`src/rtl/mmu_sram_pkg.sv`:
```
// Shared constants for the memory access unit: request op encodings,
// exception codes and op classification helpers.
package mmu_sram_pkg;

  localparam int MEM_OPT_WIDTH  = 3;
  localparam int EXC_CODE_WIDTH = 5;

  localparam logic [MEM_OPT_WIDTH-1:0] MEM_OPT_NONE = 3'd0;
  localparam logic [MEM_OPT_WIDTH-1:0] MEM_OPT_LW   = 3'd1;
  localparam logic [MEM_OPT_WIDTH-1:0] MEM_OPT_LB   = 3'd2;
  localparam logic [MEM_OPT_WIDTH-1:0] MEM_OPT_LBU  = 3'd3;
  localparam logic [MEM_OPT_WIDTH-1:0] MEM_OPT_SW   = 3'd4;
  localparam logic [MEM_OPT_WIDTH-1:0] MEM_OPT_SB   = 3'd5;

  localparam logic [EXC_CODE_WIDTH-1:0] EC_NONE = 5'd0;
  localparam logic [EXC_CODE_WIDTH-1:0] EC_ADEL = 5'd4;
  localparam logic [EXC_CODE_WIDTH-1:0] EC_ADES = 5'd5;

  function automatic logic op_is_load(input logic [MEM_OPT_WIDTH-1:0] op);
    return (op == MEM_OPT_LW) || (op == MEM_OPT_LB) || (op == MEM_OPT_LBU);
  endfunction

  function automatic logic op_is_store(input logic [MEM_OPT_WIDTH-1:0] op);
    return (op == MEM_OPT_SW) || (op == MEM_OPT_SB);
  endfunction

endpackage

```
`src/rtl/mmu_addr_check.sv`:
```
// Combinational virtual-to-physical translation (fixed kseg map) plus
// segment, range and alignment checking for one memory request.
module mmu_addr_check
  import mmu_sram_pkg::*;
#(
  parameter int RAM_ADDR_WIDTH = 20
) (
  input  logic [31:0]                vaddr,
  input  logic [MEM_OPT_WIDTH-1:0]   op,
  output logic [RAM_ADDR_WIDTH-1:0]  word_addr,
  output logic [EXC_CODE_WIDTH-1:0]  exc_code
);

  logic [31:0] phys;
  logic        seg_err;
  logic        range_err;
  logic        align_err;

  always_comb begin
    phys    = vaddr;
    seg_err = 1'b0;
    if (vaddr[31]) begin
      // kseg0/kseg1 fold onto the low 512 MB; kseg2/3 are not mapped here
      if (vaddr[30]) seg_err = 1'b1;
      else           phys    = {3'b000, vaddr[28:0]};
    end
  end

  assign range_err = |phys[31:RAM_ADDR_WIDTH+2];
  assign align_err = ((op == MEM_OPT_LW) || (op == MEM_OPT_SW)) && (phys[1:0] != 2'b00);
  assign word_addr = phys[RAM_ADDR_WIDTH+1:2];

  always_comb begin
    exc_code = EC_NONE;
    if (seg_err || range_err || align_err) begin
      if (op_is_load(op))       exc_code = EC_ADEL;
      else if (op_is_store(op)) exc_code = EC_ADES;
    end
  end

endmodule

```
`src/rtl/mmu_sram.sv`:
```
// Memory access unit: accepts one load/store per request, checks the address,
// and drives a 32-bit asynchronous SRAM with SRAM_WAIT-cycle strobes.
module mmu_sram
  import mmu_sram_pkg::*;
#(
  parameter int RAM_ADDR_WIDTH = 20,
  parameter int SRAM_WAIT      = 1
) (
  input  logic                       clk,
  input  logic                       rst,
  input  logic [MEM_OPT_WIDTH-1:0]   opt,
  input  logic [31:0]                addr,
  input  logic [31:0]                wdata,
  output logic [31:0]                rdata,
  output logic [EXC_CODE_WIDTH-1:0]  exc_code,
  output logic                       busy,
  output logic [RAM_ADDR_WIDTH-1:0]  ram_addr,
  output logic [31:0]                ram_wdata,
  input  logic [31:0]                ram_rdata,
  output logic                       ram_ce_n,
  output logic                       ram_oe_n,
  output logic                       ram_we_n
);

  localparam int              CNT_W    = (SRAM_WAIT > 1) ? $clog2(SRAM_WAIT) : 1;
  localparam logic [CNT_W-1:0] CNT_LOAD = CNT_W'(SRAM_WAIT - 1);

  typedef enum logic [1:0] {S_IDLE, S_RD, S_TURN, S_WR} state_t;

  state_t                      state, state_next;
  logic [CNT_W-1:0]            cnt, cnt_next;
  logic                        busy_next;
  logic [31:0]                 rdata_next;
  logic [EXC_CODE_WIDTH-1:0]   exc_next;
  logic [RAM_ADDR_WIDTH-1:0]   addr_next;
  logic [31:0]                 wdata_next;
  logic                        ce_next, oe_next, we_next;
  logic                        accept;

  logic [RAM_ADDR_WIDTH-1:0]   chk_addr;
  logic [EXC_CODE_WIDTH-1:0]   chk_exc;

  logic [MEM_OPT_WIDTH-1:0]    req_op;
  logic [1:0]                  req_lane;
  logic [7:0]                  req_byte;

  function automatic logic [31:0] load_extend(input logic [31:0] word,
                                              input logic [MEM_OPT_WIDTH-1:0] op,
                                              input logic [1:0] lane);
    logic signed [7:0]  lane_byte;
    logic signed [31:0] ext;
    lane_byte = word[{lane, 3'b000} +: 8];
    ext       = lane_byte;
    if (op == MEM_OPT_LW)      return word;
    else if (op == MEM_OPT_LB) return ext;
    else                       return {24'h000000, lane_byte};
  endfunction

  function automatic logic [31:0] merge_byte(input logic [31:0] word,
                                             input logic [7:0]  new_byte,
                                             input logic [1:0]  lane);
    logic [31:0] merged;
    merged = word;
    merged[{lane, 3'b000} +: 8] = new_byte;
    return merged;
  endfunction

  mmu_addr_check #(
    .RAM_ADDR_WIDTH (RAM_ADDR_WIDTH)
  ) u_addr_check (
    .vaddr     (addr),
    .op        (opt),
    .word_addr (chk_addr),
    .exc_code  (chk_exc)
  );

  always_comb begin
    state_next = state;
    cnt_next   = cnt;
    busy_next  = busy;
    rdata_next = rdata;
    exc_next   = EC_NONE;
    addr_next  = ram_addr;
    wdata_next = ram_wdata;
    ce_next    = ram_ce_n;
    oe_next    = ram_oe_n;
    we_next    = ram_we_n;
    accept     = 1'b0;
    unique case (state)
      S_IDLE: begin
        if (op_is_load(opt) || op_is_store(opt)) begin
          if (chk_exc != EC_NONE) begin
            exc_next = chk_exc;
          end else begin
            accept    = 1'b1;
            busy_next = 1'b1;
            cnt_next  = CNT_LOAD;
            addr_next = chk_addr;
            ce_next   = 1'b0;
            if (opt == MEM_OPT_SW) begin
              state_next = S_WR;
              wdata_next = wdata;
              we_next    = 1'b0;
            end else begin
              state_next = S_RD;
              oe_next    = 1'b0;
            end
          end
        end
      end
      S_RD: begin
        if (cnt != '0) begin
          cnt_next = cnt - CNT_W'(1);
        end else begin
          ce_next = 1'b1;
          oe_next = 1'b1;
          if (req_op == MEM_OPT_SB) begin
            wdata_next = merge_byte(ram_rdata, req_byte, req_lane);
            state_next = S_TURN;
          end else begin
            rdata_next = load_extend(ram_rdata, req_op, req_lane);
            busy_next  = 1'b0;
            state_next = S_IDLE;
          end
        end
      end
      // Strobes stay high here so the SRAM releases the bus before we drive it
      S_TURN: begin
        state_next = S_WR;
        cnt_next   = CNT_LOAD;
        ce_next    = 1'b0;
        we_next    = 1'b0;
      end
      S_WR: begin
        if (cnt != '0) begin
          cnt_next = cnt - CNT_W'(1);
        end else begin
          ce_next    = 1'b1;
          we_next    = 1'b1;
          busy_next  = 1'b0;
          state_next = S_IDLE;
        end
      end
      default: state_next = S_IDLE;
    endcase
  end

  always_ff @(posedge clk or negedge rst) begin
    if (!rst) begin
      state     <= S_IDLE;
      cnt       <= '0;
      busy      <= 1'b0;
      rdata     <= '0;
      exc_code  <= EC_NONE;
      ram_addr  <= '0;
      ram_wdata <= '0;
      ram_ce_n  <= 1'b1;
      ram_oe_n  <= 1'b1;
      ram_we_n  <= 1'b1;
    end else begin
      state     <= state_next;
      cnt       <= cnt_next;
      busy      <= busy_next;
      rdata     <= rdata_next;
      exc_code  <= exc_next;
      ram_addr  <= addr_next;
      ram_wdata <= wdata_next;
      ram_ce_n  <= ce_next;
      ram_oe_n  <= oe_next;
      ram_we_n  <= we_next;
    end
  end

  always_ff @(posedge clk) begin
    if (accept) begin
      req_op   <= opt;
      req_lane <= addr[1:0];
      req_byte <= wdata[7:0];
    end
  end

  // Requests are only legal while idle; anything presented while busy is dropped
  protocol_idle_only: assert property (@(posedge clk) disable iff (!rst)
    !(busy && (opt != MEM_OPT_NONE)))
    else $warning("mmu_sram: request presented while busy was ignored");

endmodule

```
`config.mk`:
```
export PLATFORM = sky130hd
export DESIGN_NAME = mmu_sram
export DESIGN_NICKNAME = d
export VERILOG_FILES = /design/src/rtl/mmu_sram_pkg.sv /design/src/rtl/mmu_addr_check.sv /design/src/rtl/mmu_sram.sv
export SDC_FILE = /design/constraint.sdc
export NUM_CORES = 1
export LEC_CHECK = 0
export CORE_MARGIN = 5
export CORE_UTILIZATION = 45
export CTS_CLUSTER_DIAMETER = 60
export DETAILED_ROUTE_END_ITERATION = 10
export PLACE_DENSITY = 0.8
export SLEW_MARGIN = 25
export SYNTH_ARGS = -nofsm -noshare
export SYNTH_HDL_FRONTEND = slang
export SYNTH_HIERARCHICAL = 1
export SYNTH_SLANG_ARGS = --single-unit
```
`constraint.sdc`:
```
create_clock -name clk -period 5.2 [get_ports clk]
set_input_delay 1.04 -clock clk [delete_from_list [all_inputs] [get_ports clk]]
set_output_delay 1.04 -clock clk [all_outputs]
set_load 0.03 [all_outputs]
```
# Word-level counts from Yosys, hierarchy flattened
# Cells that the tools add are included.
# classes
muxes	49
bitwise_logic	3
n_addsub	2
n_eq_ne	20
reduce_logical	25
shift	3
# ops
op	n
32-bit two-way mux	9
32-bit one-hot mux with 2 select lines	1
32-bit bitwise mux	1
8-bit by 7-bit variable shift with 32-bit output, first input constant	1
32-bit by 6-bit indexed part select with 8-bit output	1
8-bit by 7-bit indexed part select with 32-bit output	1
5-bit two-way mux	5
1-bit two-way mux	20
2-bit inequality test, second input constant	9
2-bit two-way mux	6
1-bit one-hot mux with 3 select lines	4
6-bit AND reduction	2
5-bit AND reduction	2
10-bit OR reduction	1
3-bit by 2-bit equality test with 1-bit output, second input constant	3
3-bit equality test, second input constant	3
3-bit AND reduction	3
2-bit one-hot mux with 4 select lines	1
1-bit logical OR	7
5-bit negator with 7-bit output	1
3-bit by 1-bit equality test with 1-bit output, second input constant	2
3-bit nonzero test	2
5-bit nonzero test	1
2-bit equality test, second input constant	2
other kinds (11)	14
# totals
output_inout_bits	93
elab_cells	115
regBits	109
input_bits	101

# Depth between registers and ports, before layout
# Gate-level depths: netlist (run 1).
# logic_depth
word_depth	10
mapped_depth	8
mapped_depth_nobuf	7

# Modules after synthesis
# Netlist (run 1), hierarchy kept.
# modules_own_cells
module	area_each_um2	cells_per_inst	n_inst
mmu_sram	5198.7	490	1
mmu_addr_check	259.0	35	1

# Least setup slack after synthesis (run 1)
# Ideal clock, no wire load.
# synth_timing
path_type	input to register
start	input port addr[25]
end	register ram_wdata[11]
arrival_time_ns	3.433
setup_slack_ns	1.642
path_stages	8
n_path_buf	1
cell_sequence	or4_4 -> a21oi_2 -> a21oi_1 -> or4_4 -> o31a_1 -> nor3_4 -> buf_6 -> mux2_2
# synth_between
elab_chain_cells	9
# synth_lines
item	line	rtl
from (decl)	mmu_sram.sv:12	input logic [31:0] addr,
32-bit two-way mux	mmu_addr_check.sv:24	if (vaddr[30]) seg_err = 1'b1;
32-bit two-way mux *	mmu_addr_check.sv:22	if (vaddr[31]) begin
10-bit OR reduction *	mmu_addr_check.sv:29	assign range_err = |phys[31:RAM_ADDR_WIDTH+2];
1-bit logical OR * (2 in a row)	mmu_addr_check.sv:35	if (seg_err || range_err || align_err) begin
5-bit two-way mux *	mmu_addr_check.sv:35	
named net chk_exc[0]	mmu_sram.sv:41	logic [EXC_CODE_WIDTH-1:0] chk_exc;
5-bit nonzero test *	mmu_sram.sv:92	if (chk_exc != EC_NONE) begin
2-bit inequality test (no line) *	--	
6-bit AND reduction (no line) *	--	
to (signal assigned)	mmu_sram.sv:167	ram_wdata <= wdata_next;
to (decl)	mmu_sram.sv:18	output logic [31:0] ram_wdata,
# The timed path passes the listed nets; every way through them passes the cells marked *.
# A chain may end at the register's enable or synchronous reset.

# Worst setup path in the final report (run 1)
# layout_timing
start	input port addr[23]
end	register ram_wdata[26]
# The elaborated chain is that of the path after synthesis.

==> impl_metrics.sql, run 1 <==
INSERT INTO impl_metrics (metric_group, metric, value, unit) VALUES
('worst_setup_path', 'endpoint_kind', 'flip-flop', ''),
('place', 'gp_routability_congestion', '0.927', ''),
('power_and_ir_drop', 'power.ir.vdd_worst', '0.308', 'mV'),
('die', 'fp-row-count', '40', ''),
('worst_setup_path', 'timing.critical_path.fanout_max', '32', ''),
('synth', 'synth_top_cell_by_area', 'sky130_fd_sc_hd__dfrtp_1', ''),
('clock_network', 'post-cts-setup-buffers', '0', ''),
('layout', 'sequential_cell_area', '2770', 'um^2'),
('global_routing', 'grt_start_max_net_pins', '55', ''),
('clock_network', 'cts_resized', '0', ''),
('synth', 'synth_enable_flop_cells', '13', ''),
('detailed_routing', 'drt_pre_antenna_iters', '5', ''),
('power_and_ir_drop', 'totalPowerFinal', '4.63', 'mW'),
('die', 'io_pins', '194', ''),
('global_routing', 'grt_pass1_wl', '26100', 'um'),
('synth', 'synth_top_family_by_area', 'simple AND/OR/NAND/NOR gates', ''),
('layout', 'num_antenna_cells', '0', ''),
('run', 'drv_cap', '0', ''),
('clock_network', 'clock_net_sink_count', '108', ''),
('timing', 'post-route-min-period', '3.91', 'ns'),
('timing', 'grt_setup_unrepaired', 'no', ''),
('synth', 'ys_ff_latch', '108', ''),
('timing', 'final_hold_viol_count', '0', ''),
('synth', 'ys_types', '45', ''),
('min_path', 'worstHoldPathType', 'flip-flop to flip-flop', ''),
('clock_network', 'clock_tree_from_tritoncts', 'yes', ''),
('clock_network', 'cts_buffers', '9', ''),
('worst_setup_path', 'critical_path_class', 'input pin to flip-flop', ''),
('timing', 'min_period_over_period', '75.2', '%'),
('synth', 'post_synth_most_frequent_cells', '92 x sky130_fd_sc_hd__dfrtp_1, 78 x sky130_fd_sc_hd__nor2_1, 49 x sky130_fd_sc_hd__mux2_2', ''),
('timing', 'achievable-frequency', '256', 'MHz'),
('clock_network', 'post_cts_hold_buffer_count', '0', ''),
('place', 'place_hpwl', '12700', 'um'),
('timing', 'tightestPinTransition', '0.904', 'ns'),
('die', 'floorplan.core_area', '12000', 'um^2'),
('synth', 'synth_top_area_share', '42.2', '%'),
('power_and_ir_drop', 'p_per_area', '607', 'nW/um^2'),
('layout', 'fillerInstances', '987', ''),
('place', 'i_o_buffers', '193', ''),
('synth', 'synth_top_flop_cell', 'sky130_fd_sc_hd__dfrtp_1', ''),
('global_routing', 'grt_pass1_vias', '4976', ''),
('detailed_routing', 'wirelength', '16700', 'um'),
('timing', 'fin_tns_setup', '0', 'ns'),
('synth', 'post_synth_mux_area_share', '12.6', '%'),
('place', 'placedCellCount', '823', ''),
('detailed_routing', 'drtIter0Drc', '442', ''),
('synth', 'synth.most_common_cell', 'sky130_fd_sc_hd__dfrtp_1', ''),
('detailed_routing', 'vias', '4727', ''),
('synth', 'post_synth_instance_area', '5460', 'um^2'),
('worst_setup_path', 'cp.required', '5.43', 'ns'),
('detailed_routing', 'via_per_inst', '5.64', ''),
('timing', 'maxSlewViolCount', '0', ''),
('timing', 'final.hold.worst_slack', '0.492', 'ns'),
('status', 'outcome', 'finished, final reports clean', ''),
('synth', 'synth_cells', '525', ''),
('timing', 'final.setup_skew', '0.00901', 'ns'),
('layout', 'nets', '799', ''),
('clock_network', 'clock-root-buffer', 'sky130_fd_sc_hd__clkbuf_16', ''),
('worst_setup_path', 'worst_ep_arrival_time', '4.14', 'ns'),
('power_and_ir_drop', 'leakagePower', '3.07', 'nW'),
('layout', 'synthToLayoutAreaGrowth', '39.9', '%'),
('clock_network', 'clk_pin_slew_worst_setup_hold_paths', '0.07', 'ns'),
('synth', 'synthXorXnorAreaFrac', '0', '%'),
('die', 'dieWidth', '120', 'um'),
('die', 'initial_core_util', '45.6', '%'),
('synth', 'asyncSetResetFlopFracSynth', '88.0', '%'),
('die', 'die_height', '120', 'um'),
('global_routing', 'globalRouteTotalUtil', '23.1', '%'),
('clock_network', 'clock_path_buffers', '2', ''),
('synth', 'synth_compound_gate_area_share', '12.1', '%'),
('layout', 'multiInputGateArea', '2390', 'um^2');
## per-layer routing
layer / vias to the layer above / routed length, um / global-route usage (%) / part of all wire, %
li1: 2164 / - / - / -
met1: 2295 / 6550 / 28.3 / 39
met2: 229 / 8140 / 38.1 / 49
met3: 39 / 1400 / 6.08 / 8.4
met4: 0 / 604 / 10.5 / 3.6
met5: - / 0 / 0 / 0
## cell families (layout without fill, tap and decap cells)
family                   Yosys count  after routing
multiplexers                      61             61
buffers and inverters             60            224
other                              1              3
AND/OR/NAND/NOR                  179            179
AO/OA/AOI/OAI                    105            105
flip-flops                       108            108
adder cells (fa/ha/maj)           11             11
## critical path, cell delays in order
cell and delay, ns:
sky130_fd_sc_hd__clkdlybuf4s50_1 0.40, sky130_fd_sc_hd__or4_4 0.53, sky130_fd_sc_hd__a21oi_2 0.15, sky130_fd_sc_hd__a21oi_1 0.10, sky130_fd_sc_hd__or4_4 0.57, sky130_fd_sc_hd__o31a_1 0.36, sky130_fd_sc_hd__nor3_4 0.16, sky130_fd_sc_hd__buf_4 0.41
sky130_fd_sc_hd__mux2_2 0.39
## state kept, by name, indices dropped and copies added, names as in the netlist
register and cells:
ram_wdata 32, rdata 32, ram_addr 20, req_byte 8
exc_code 5, req_op 3, req_lane 2, state 2
busy 1, ram_ce_n 1, ram_oe_n 1, ram_we_n 1
## power by group
part	total (mW)	leakage, nW	internal (mW)	switching [mW]
logic	2.56	1.66	1.10	1.46
registers	1.41	1.27	1.21	0.193
clock network	0.664	0.138	0.365	0.299
## cell usage in the layout, fill, tap and decap left out, drive strengths merged, types with 2 or more instances in the layout
cell type / instances
nor3: 5
dfrtp: 92
nor2b: 2
mux2: 52
mux2i: 8
a21oi: 49
nand4: 12
conb: 3
inv: 10
nor3b: 5
and2: 7
clkdlybuf4s50: 192
clkbuf: 14
nor2: 78
a221oi: 17
ha: 11
a31oi: 10
nor4bb: 2
or4: 3
o21ai: 17
nand2b: 18
edfxtp: 13
buf: 7
dfstp: 3
a32oi: 4
nand2: 42
## cell type report
class	instances	area share, %
multi-input cells	359	31.3
repair buffers	199	25.9
clock buffers	14	3.60
inverters	10	0.491
flip-flops and latches	108	36.3
well taps	147	2.41
clock inverters	1	0.0655
## final timing paths
path,from,end,slack [ns],depth (start not counted)
hold / removal,rdata[6]$_DFFE_PN0P_,rdata[6]$_DFFE_PN0P_,0.49,2
max in group asynchronous,rst,ram_addr[16]$_DFFE_PN0P_,3.39,2
setup reg to reg,req_lane[0]$_DFFE_PP_,ram_wdata[3]$_DFFE_PN0P_,2.40,6
setup / recovery,addr[23],ram_wdata[26]$_DFFE_PN0P_,1.29,9
min in group asynchronous,rst,ram_wdata[30]$_DFFE_PN0P_,0.67,1
hold reg to reg,rdata[6]$_DFFE_PN0P_,rdata[6]$_DFFE_PN0P_,0.49,2
## metrics by stage
step / area, um^2 / setup slack (ns) / utilization [%]
after floorplan: 5470 / 1.64 / -
after global placement: 7340 / 1.01 / 61.4
after detailed placement: 7350 / 0.923 / 61.4
after CTS: 7630 / 1.28 / 63.8
after global routing: 7640 / 1.21 / 63.8
final: 7640 / 1.29 / 63.8
Power figures use the tool's default switching activity.
==> inputs of run 2 (changes only) <==
==> constraint.sdc (replaced) <==
create_clock -name clk -period 4.1 [get_ports clk]
set_input_delay 0.82 -clock clk [delete_from_list [all_inputs] [get_ports clk]]
set_output_delay 0.82 -clock clk [all_outputs]
set_load 0.03 [all_outputs]
==> run 2 against run 1 <==
Clock power is 31% higher. Utilization is 0.56 points higher. Worst hold slack worse by 0.10 ns. Wire length is 0.78% lower. Die area stayed put. Final cell count is 0.84% higher. Count of clock-buffer cells in the layout is 4 lower. Highest routed layer unchanged. Via count is 0.61% lower.
==> impl_metrics.sql, run 2 (synthesized netlist as in run 1, its figures left out) <==
INSERT INTO impl_metrics (metric_group, metric, value, unit) VALUES
('worst_setup_path', 'timing.critical_path.fanout_max', '32', ''),
('timing', 'final_hold_viol_count', '0', ''),
('worst_setup_path', 'worst_ep_arrival_time', '3.76', 'ns'),
('run', 'drv_cap', '0', ''),
('die', 'dieWidth', '120', 'um'),
('global_routing', 'globalRouteTotalUtil', '23.0', '%'),
('worst_setup_path', 'worst-r2r-cell-count', '7', ''),
('timing', 'setup-violations-final', '0', ''),
('clock_network', 'htree_num_levels', '3', ''),
('place', 'i_o_buffers', '193', ''),
('layout', 'final_core_utilization', '64.4', '%'),
('global_routing', 'grt_pass1_vias', '4894', ''),
('power_and_ir_drop', 'leakagePower', '3.12', 'nW'),
('die', 'io_pins', '194', ''),
('power_and_ir_drop', 'power.ir.vdd_worst', '0.357', 'mV'),
('detailed_routing', 'wirelength', '16600', 'um'),
('timing', 'grt_setup_unrepaired', 'no', ''),
('global_routing', 'grt_residual_overflow', '0', ''),
('power_and_ir_drop', 'p_per_area', '772', 'nW/um^2'),
('clock_network', 'clock-root-buffer', 'sky130_fd_sc_hd__clkbuf_16', ''),
('worst_setup_path', 'reg2reg_to', 'ram_wdata[27]$_DFFE_PN0P_', ''),
('detailed_routing', 'vias', '4698', ''),
('status', 'outcome', 'finished, final reports clean', ''),
('die', 'floorplan.core_area', '12000', 'um^2'),
('clock_network', 'insertion_delay', '0.35', 'ns'),
('worst_setup_path', 'timing.critical_path.mode_cell', 'sky130_fd_sc_hd__or4_4', ''),
('worst_setup_path', 'worstPathBufferInverterCount', '2', ''),
('worst_setup_path', 'cp_top_family', 'simple AND/OR/NAND/NOR gates', ''),
('worst_setup_path', 'crit_path_end', 'ram_wdata[25]$_DFFE_PN0P_', ''),
('die', 'initial_core_util', '45.6', '%'),
('timing', 'setup_ws', '0.567', 'ns'),
('worst_setup_path', 'slowest_stage', 'sky130_fd_sc_hd__or4_4', ''),
('layout', 'layout.cells.most_common_list', '192 x sky130_fd_sc_hd__clkdlybuf4s50_1, 92 x sky130_fd_sc_hd__dfrtp_1, 78 x sky130_fd_sc_hd__nor2_1, 49 x sky130_fd_sc_hd__mux2_2, 47 x sky130_fd_sc_hd__a21oi_1', ''),
('clock_network', 'clock_tree_from_tritoncts', 'yes', ''),
('global_routing', 'grt_start_max_net_pins', '73', ''),
('detailed_routing', 'route.antenna.remaining_nets', '0', ''),
('worst_setup_path', 'max_stage_delay', '0.58', 'ns'),
('timing', 'final.hold.worst_slack', '0.390', 'ns'),
('global_routing', 'grt_pass1_wl', '26000', 'um'),
('worst_setup_path', 'stages_on_the_worst_setup_path', '9', ''),
('worst_setup_path', 'cp.required', '4.32', 'ns'),
('place', 'place_hpwl', '12700', 'um'),
('clock_network', 'clock_net_sink_count', '108', ''),
('layout', 'most_common_cell_after_layout_fill_and_taps_aside', 'sky130_fd_sc_hd__clkdlybuf4s50_1', ''),
('die', 'die_footprint', '14400', 'um^2'),
('detailed_routing', 'route.detailed.wl_per_inst', '19.6', 'um'),
('worst_setup_path', 'critical_path_class', 'input pin to flip-flop', ''),
('die', 'die_height', '120', 'um'),
('clock_network', 'clk_pin_slew_worst_setup_hold_paths', '0.07', 'ns'),
('layout', 'final_layout_size_suffix_gt1_share', '13.2', '%'),
('layout', 'synthToLayoutAreaGrowth', '41.2', '%'),
('timing', 'min_period_over_period', '86.2', '%'),
('clock_network', 'post_cts_hold_buffer_count', '0', ''),
('timing', 'maxSlewViolCount', '0', ''),
('worst_setup_path', 'timing.rr.start', 'state[1]$_DFFE_PN0P_', ''),
('timing', 'tightestPinTransition', '0.831', 'ns'),
('min_path', 'worstHoldPathType', 'input pin to async pin', ''),
('worst_setup_path', 'timing.critical_path.from_type', 'input pin', ''),
('detailed_routing', 'via_per_inst', '5.56', ''),
('clock_network', 'post-cts-setup-buffers', '0', ''),
('clock_network', 'clock_path_buffers', '2', ''),
('clock_network', 'cts_resized', '0', ''),
('timing', 'final.setup_skew', '0.00935', 'ns'),
('timing', 'post-route-min-period', '3.53', 'ns'),
('place', 'gp_routability_congestion', '0.936', ''),
('layout', 'nets', '805', ''),
('timing', 'fin_tns_setup', '0', 'ns'),
('worst_setup_path', 'critPathLaunch', 'addr[23]', ''),
('layout', 'fillerInstances', '965', ''),
('global_routing', 'grt_antenna_before_repair', '0', ''),
('timing', 'achievable-frequency', '283', 'MHz'),
('detailed_routing', 'drt_pre_antenna_iters', '5', ''),
('layout', 'reg.largest.list', 'ram_wdata: 32 flops, rdata: 32 flops, ram_addr: 20 flops', ''),
('worst_setup_path', 'cells_traversed_along_the_worst_timing_path', 'clkdlybuf4s50_1, or4_4, a21oi_2, a21oi_1, or4_4, o31a_1, nor3_4, buf_12, mux2_2', ''),
('place', 'pre_cts_slack', '0.228', 'ns'),
('detailed_routing', 'drtIter0Drc', '454', ''),
('die', 'fp-row-count', '40', ''),
('detailed_routing', 'drc', '0', ''),
('clock_network', 'cts_buffers', '9', ''),
('worst_setup_path', 'rrSetupSlack', '1.28', 'ns'),
('timing', 'max_slew_margin', '44.5', '%'),
('worst_setup_path', 'endpoint_kind', 'flip-flop', ''),
('layout', 'num_antenna_cells', '0', '');
## run 2: how the worst min path moves through the flow
stage | endpoint | slack (ns) | cells past startpoint
6_report | ram_wdata[23]$_DFFE_PN0P_ | 0.39 | 1
5_1_grt | ram_wdata[23]$_DFFE_PN0P_ | 0.41 | 1
4_1_cts | rdata[7]$_DFFE_PN0P_ | 0.49 | 2
3_5_place_dp | rdata[7]$_DFFE_PN0P_ | 0.47 | 2
3_3_place_gp | rdata[3]$_DFFE_PN0P_ | 0.47 | 2
2_1_floorplan | busy$_DFFE_PN0P_ | 0.52 | 0
## run 2: per-stage QoR
stage,total power [mW],instance area [um^2],std cells
floorplan,3.79,5470,527
global placement,4.98,7390,828
detailed placement,5.11,7390,828
CTS,5.98,7680,844
global route,6.27,7700,845
finish,5.95,7700,845
## run 2: per-layer routing
metal | part of all wire, % | vias up | GRT usage, %
li1 | - | 2173 | -
met1 | 38 | 2264 | 27.5
met2 | 50 | 220 | 38.8
met3 | 8.6 | 41 | 6.55
met4 | 3.3 | 0 | 9.81
met5 | 0 | - | 0
## run 2: power breakdown
part / internal (mW) / leakage, nW / switching, mW / total [mW]
clock: 0.474 / 0.142 / 0.393 / 0.867
sequential: 1.54 / 1.27 / 0.246 / 1.79
combinational: 1.44 / 1.70 / 1.86 / 3.29
total: 3.45 / 3.12 / 2.49 / 5.95
## run 2: worst register-to-register path, cell delays in order, from the launching register on
cell and delay, ns:
sky130_fd_sc_hd__dfrtp_1 0.41, sky130_fd_sc_hd__inv_1 0.16, sky130_fd_sc_hd__ha_1 0.33, sky130_fd_sc_hd__buf_4 0.44, sky130_fd_sc_hd__inv_1 0.45, sky130_fd_sc_hd__a221oi_1 0.50
sky130_fd_sc_hd__nor2_1 0.09, sky130_fd_sc_hd__mux2_1 0.31
## run 2: area by class of cell
cell class	count	area [um^2]	area share, %
Clock buffer	10	229	2.97
Inverter	10	37.5	0.487
Tap cell	147	184	2.39
Sequential cell	108	2770	36.0
Timing Repair Buffer	205	2040	26.5
Clock inverter	6	65.1	0.844
Multi-Input combinational cell	359	2370	30.8
==> inputs of run 3 (changes only) <==
--- a/config.mk
+++ b/config.mk
@@ -5,7 +5,6 @@
 export SDC_FILE = /design/constraint.sdc
 export NUM_CORES = 1
 export LEC_CHECK = 0
-export CORE_MARGIN = 5
 export CORE_UTILIZATION = 45
 export CTS_CLUSTER_DIAMETER = 60
 export DETAILED_ROUTE_END_ITERATION = 10
==> run 3 against run 2 <==
The run now ends with design-rule violations left. Sequential cell count unchanged. Register-to-register slack improved by 0.04 ns. Worst hold slack improved by 0.098 ns.
==> impl_metrics.sql, run 3 (synthesized netlist as in run 1, its figures left out) <==
INSERT INTO impl_metrics (metric_group, metric, value, unit) VALUES
('status', 'outcome', 'finished, violations left', ''),
('status', 'failed_checks', 'design-rule violations', ''),
('timing', 'min_period_over_period', '86.0', '%'),
('global_routing', 'grt_start_max_net_pins', '54', ''),
('die', 'fp-row-count', '39', ''),
('power_and_ir_drop', 'leakagePower', '3.10', 'nW'),
('global_routing', 'grt_pass1_vias', '4818', ''),
('clock_network', 'cts_resized', '0', ''),
('timing', 'grt_setup_unrepaired', 'no', ''),
('place', 'i_o_buffers', '193', ''),
('timing', 'final.hold.worst_slack', '0.489', 'ns'),
('layout', 'nets', '803', ''),
('detailed_routing', 'route.detailed.wl_per_inst', '19.2', 'um'),
('detailed_routing', 'drtIter0Drc', '396', ''),
('clock_network', 'post_cts_hold_buffer_count', '0', ''),
('place', 'gp_routability_congestion', '0.875', ''),
('die', 'die_height', '112', 'um'),
('worst_setup_path', 'timing.rr.start', 'req_lane[0]$_DFFE_PP_', ''),
('clock_network', 'clk_pin_slew_worst_setup_hold_paths', '0.07', 'ns'),
('timing', 'final.setup_skew', '0.00911', 'ns'),
('clock_network', 'insertion_delay', '0.35', 'ns'),
('worst_setup_path', 'endpoint_kind', 'flip-flop', ''),
('worst_setup_path', 'rrSetupSlack', '1.32', 'ns'),
('detailed_routing', 'wirelength', '16100', 'um'),
('clock_network', 'clock-root-buffer', 'sky130_fd_sc_hd__clkbuf_16', ''),
('die', 'die_footprint', '12600', 'um^2'),
('detailed_routing', 'via_per_inst', '5.59', ''),
('global_routing', 'grt_residual_overflow', '0', ''),
('die', 'dieWidth', '112', 'um'),
('die', 'floorplan.core_area', '11600', 'um^2'),
('clock_network', 'post-cts-setup-buffers', '0', ''),
('layout', 'synthToLayoutAreaGrowth', '40.9', '%'),
('clock_network', 'clock_tree_from_tritoncts', 'yes', ''),
('detailed_routing', 'vias', '4689', ''),
('layout', 'final_layout_size_suffix_gt1_share', '12.8', '%'),
('timing', 'tightestPinTransition', '0.891', 'ns'),
('timing', 'achievable-frequency', '284', 'MHz'),
('die', 'initial_core_util', '47.0', '%'),
('layout', 'reg.largest.list', 'ram_wdata: 32 flops, rdata: 32 flops, ram_addr: 20 flops', ''),
('detailed_routing', 'drt_pre_antenna_iters', '8', ''),
('detailed_routing', 'drc', '15', ''),
('place', 'place_hpwl', '12300', 'um'),
('layout', 'layout.cells.most_common_list', '192 x sky130_fd_sc_hd__clkdlybuf4s50_1, 92 x sky130_fd_sc_hd__dfrtp_1, 78 x sky130_fd_sc_hd__nor2_1, 49 x sky130_fd_sc_hd__mux2_2, 47 x sky130_fd_sc_hd__a21oi_1', ''),
('detailed_routing', 'route.antenna.remaining_nets', '0', ''),
('timing', 'max_slew_margin', '40.5', '%'),
('min_path', 'worstHoldPathType', 'input pin to async pin', ''),
('timing', 'maxSlewViolCount', '0', ''),
('power_and_ir_drop', 'power.ir.vdd_worst', '0.411', 'mV'),
('worst_setup_path', 'worst-r2r-cell-count', '6', ''),
('timing', 'final_hold_viol_count', '0', ''),
('clock_network', 'clock_path_buffers', '2', ''),
('global_routing', 'grt_antenna_before_repair', '0', ''),
('timing', 'post-route-min-period', '3.53', 'ns'),
('power_and_ir_drop', 'p_per_area', '773', 'nW/um^2'),
('worst_setup_path', 'timing.critical_path.from_type', 'input pin', ''),
('clock_network', 'clock_net_sink_count', '108', ''),
('global_routing', 'grt_pass1_wl', '25400', 'um'),
('worst_setup_path', 'worst_ep_arrival_time', '3.76', 'ns'),
('die', 'io_pins', '194', ''),
('run', 'drv_cap', '0', ''),
('timing', 'setup-violations-final', '0', ''),
('global_routing', 'globalRouteTotalUtil', '26.3', '%'),
('worst_setup_path', 'cp.required', '4.33', 'ns'),
('worst_setup_path', 'timing.critical_path.fanout_max', '32', ''),
('clock_network', 'cts_buffers', '9', ''),
('timing', 'fin_tns_setup', '0', 'ns'),
('layout', 'num_antenna_cells', '0', ''),
('clock_network', 'htree_num_levels', '3', ''),
('layout', 'most_common_cell_after_layout_fill_and_taps_aside', 'sky130_fd_sc_hd__clkdlybuf4s50_1', ''),
('worst_setup_path', 'critical_path_class', 'input pin to flip-flop', ''),
('worst_setup_path', 'reg2reg_to', 'ram_wdata[24]$_DFFE_PN0P_', '');
run 3: cell types whose count changed in the layout (fill, tap and decap cells not counted), sizes merged:
cell | previous run | this run
buf | 13 | 11
clkinv | 4 | 3
inv | 10 | 11
run 3: routing by layer:
metal	wire [um]	track usage [%]	vias up	share of wire (%)
met2	7630	42.4	247	47
li1	-	-	2161	-
met5	0	0	-	0
met1	6240	32.6	2251	39
met4	365	10.0	0	2.3
met3	1840	9.29	30	11
run 3: worst max-delay path, stage by stage:
cell and delay, ns:
sky130_fd_sc_hd__clkdlybuf4s50_1 0.40, sky130_fd_sc_hd__or4_4 0.53, sky130_fd_sc_hd__a21oi_2 0.14, sky130_fd_sc_hd__a21oi_1 0.10, sky130_fd_sc_hd__or4_4 0.58, sky130_fd_sc_hd__o31a_1 0.36
sky130_fd_sc_hd__nor3_4 0.23, sky130_fd_sc_hd__buf_12 0.22, sky130_fd_sc_hd__mux2_2 0.36
run 3: cell type report:
cell class	count	area (um^2)
timing repair buffer	203	2030
tap	143	179
multi-input combinational	359	2370
clock inverter	6	62.6
sequential	108	2770
clock buffer	10	239
fill	979	3920
inverter	10	37.5
run 3: how the worst max path moves through the flow:
stage                         from                         to  slack [ns]  cells past startpoint
after floorplan           addr[25]  ram_wdata[11]$_DFFE_PN0P_        0.76                      8
after global placement    addr[25]  ram_wdata[16]$_DFFE_PN0P_        0.25                      9
after detailed placement  addr[25]  ram_wdata[14]$_DFFE_PN0P_        0.20                      9
after CTS                 addr[25]  ram_wdata[28]$_DFFE_PN0P_        0.58                      9
after global routing      addr[25]  ram_wdata[28]$_DFFE_PN0P_        0.47                      9
final                     addr[25]  ram_wdata[28]$_DFFE_PN0P_        0.57                      9
run 3: metrics by stage:
stage	instance area [um^2]	setup WS, ns	utilization, %	instances	power [mW]
after detailed placement	7390	0.203	63.6	823	5.09
after global placement	7390	0.253	63.6	823	4.99
after floorplan	5470	0.762	-	527	3.79
final	7690	0.574	66.2	839	5.95
after CTS	7690	0.576	66.2	839	5.99
after global routing	7690	0.473	66.2	839	6.27
run 3: power by group:
part	leakage (nW)	switching [mW]	internal, mW
sequential	1.27	0.250	1.54
clock	0.144	0.396	0.490
combinational	1.69	1.84	1.43
total	3.10	2.48	3.46
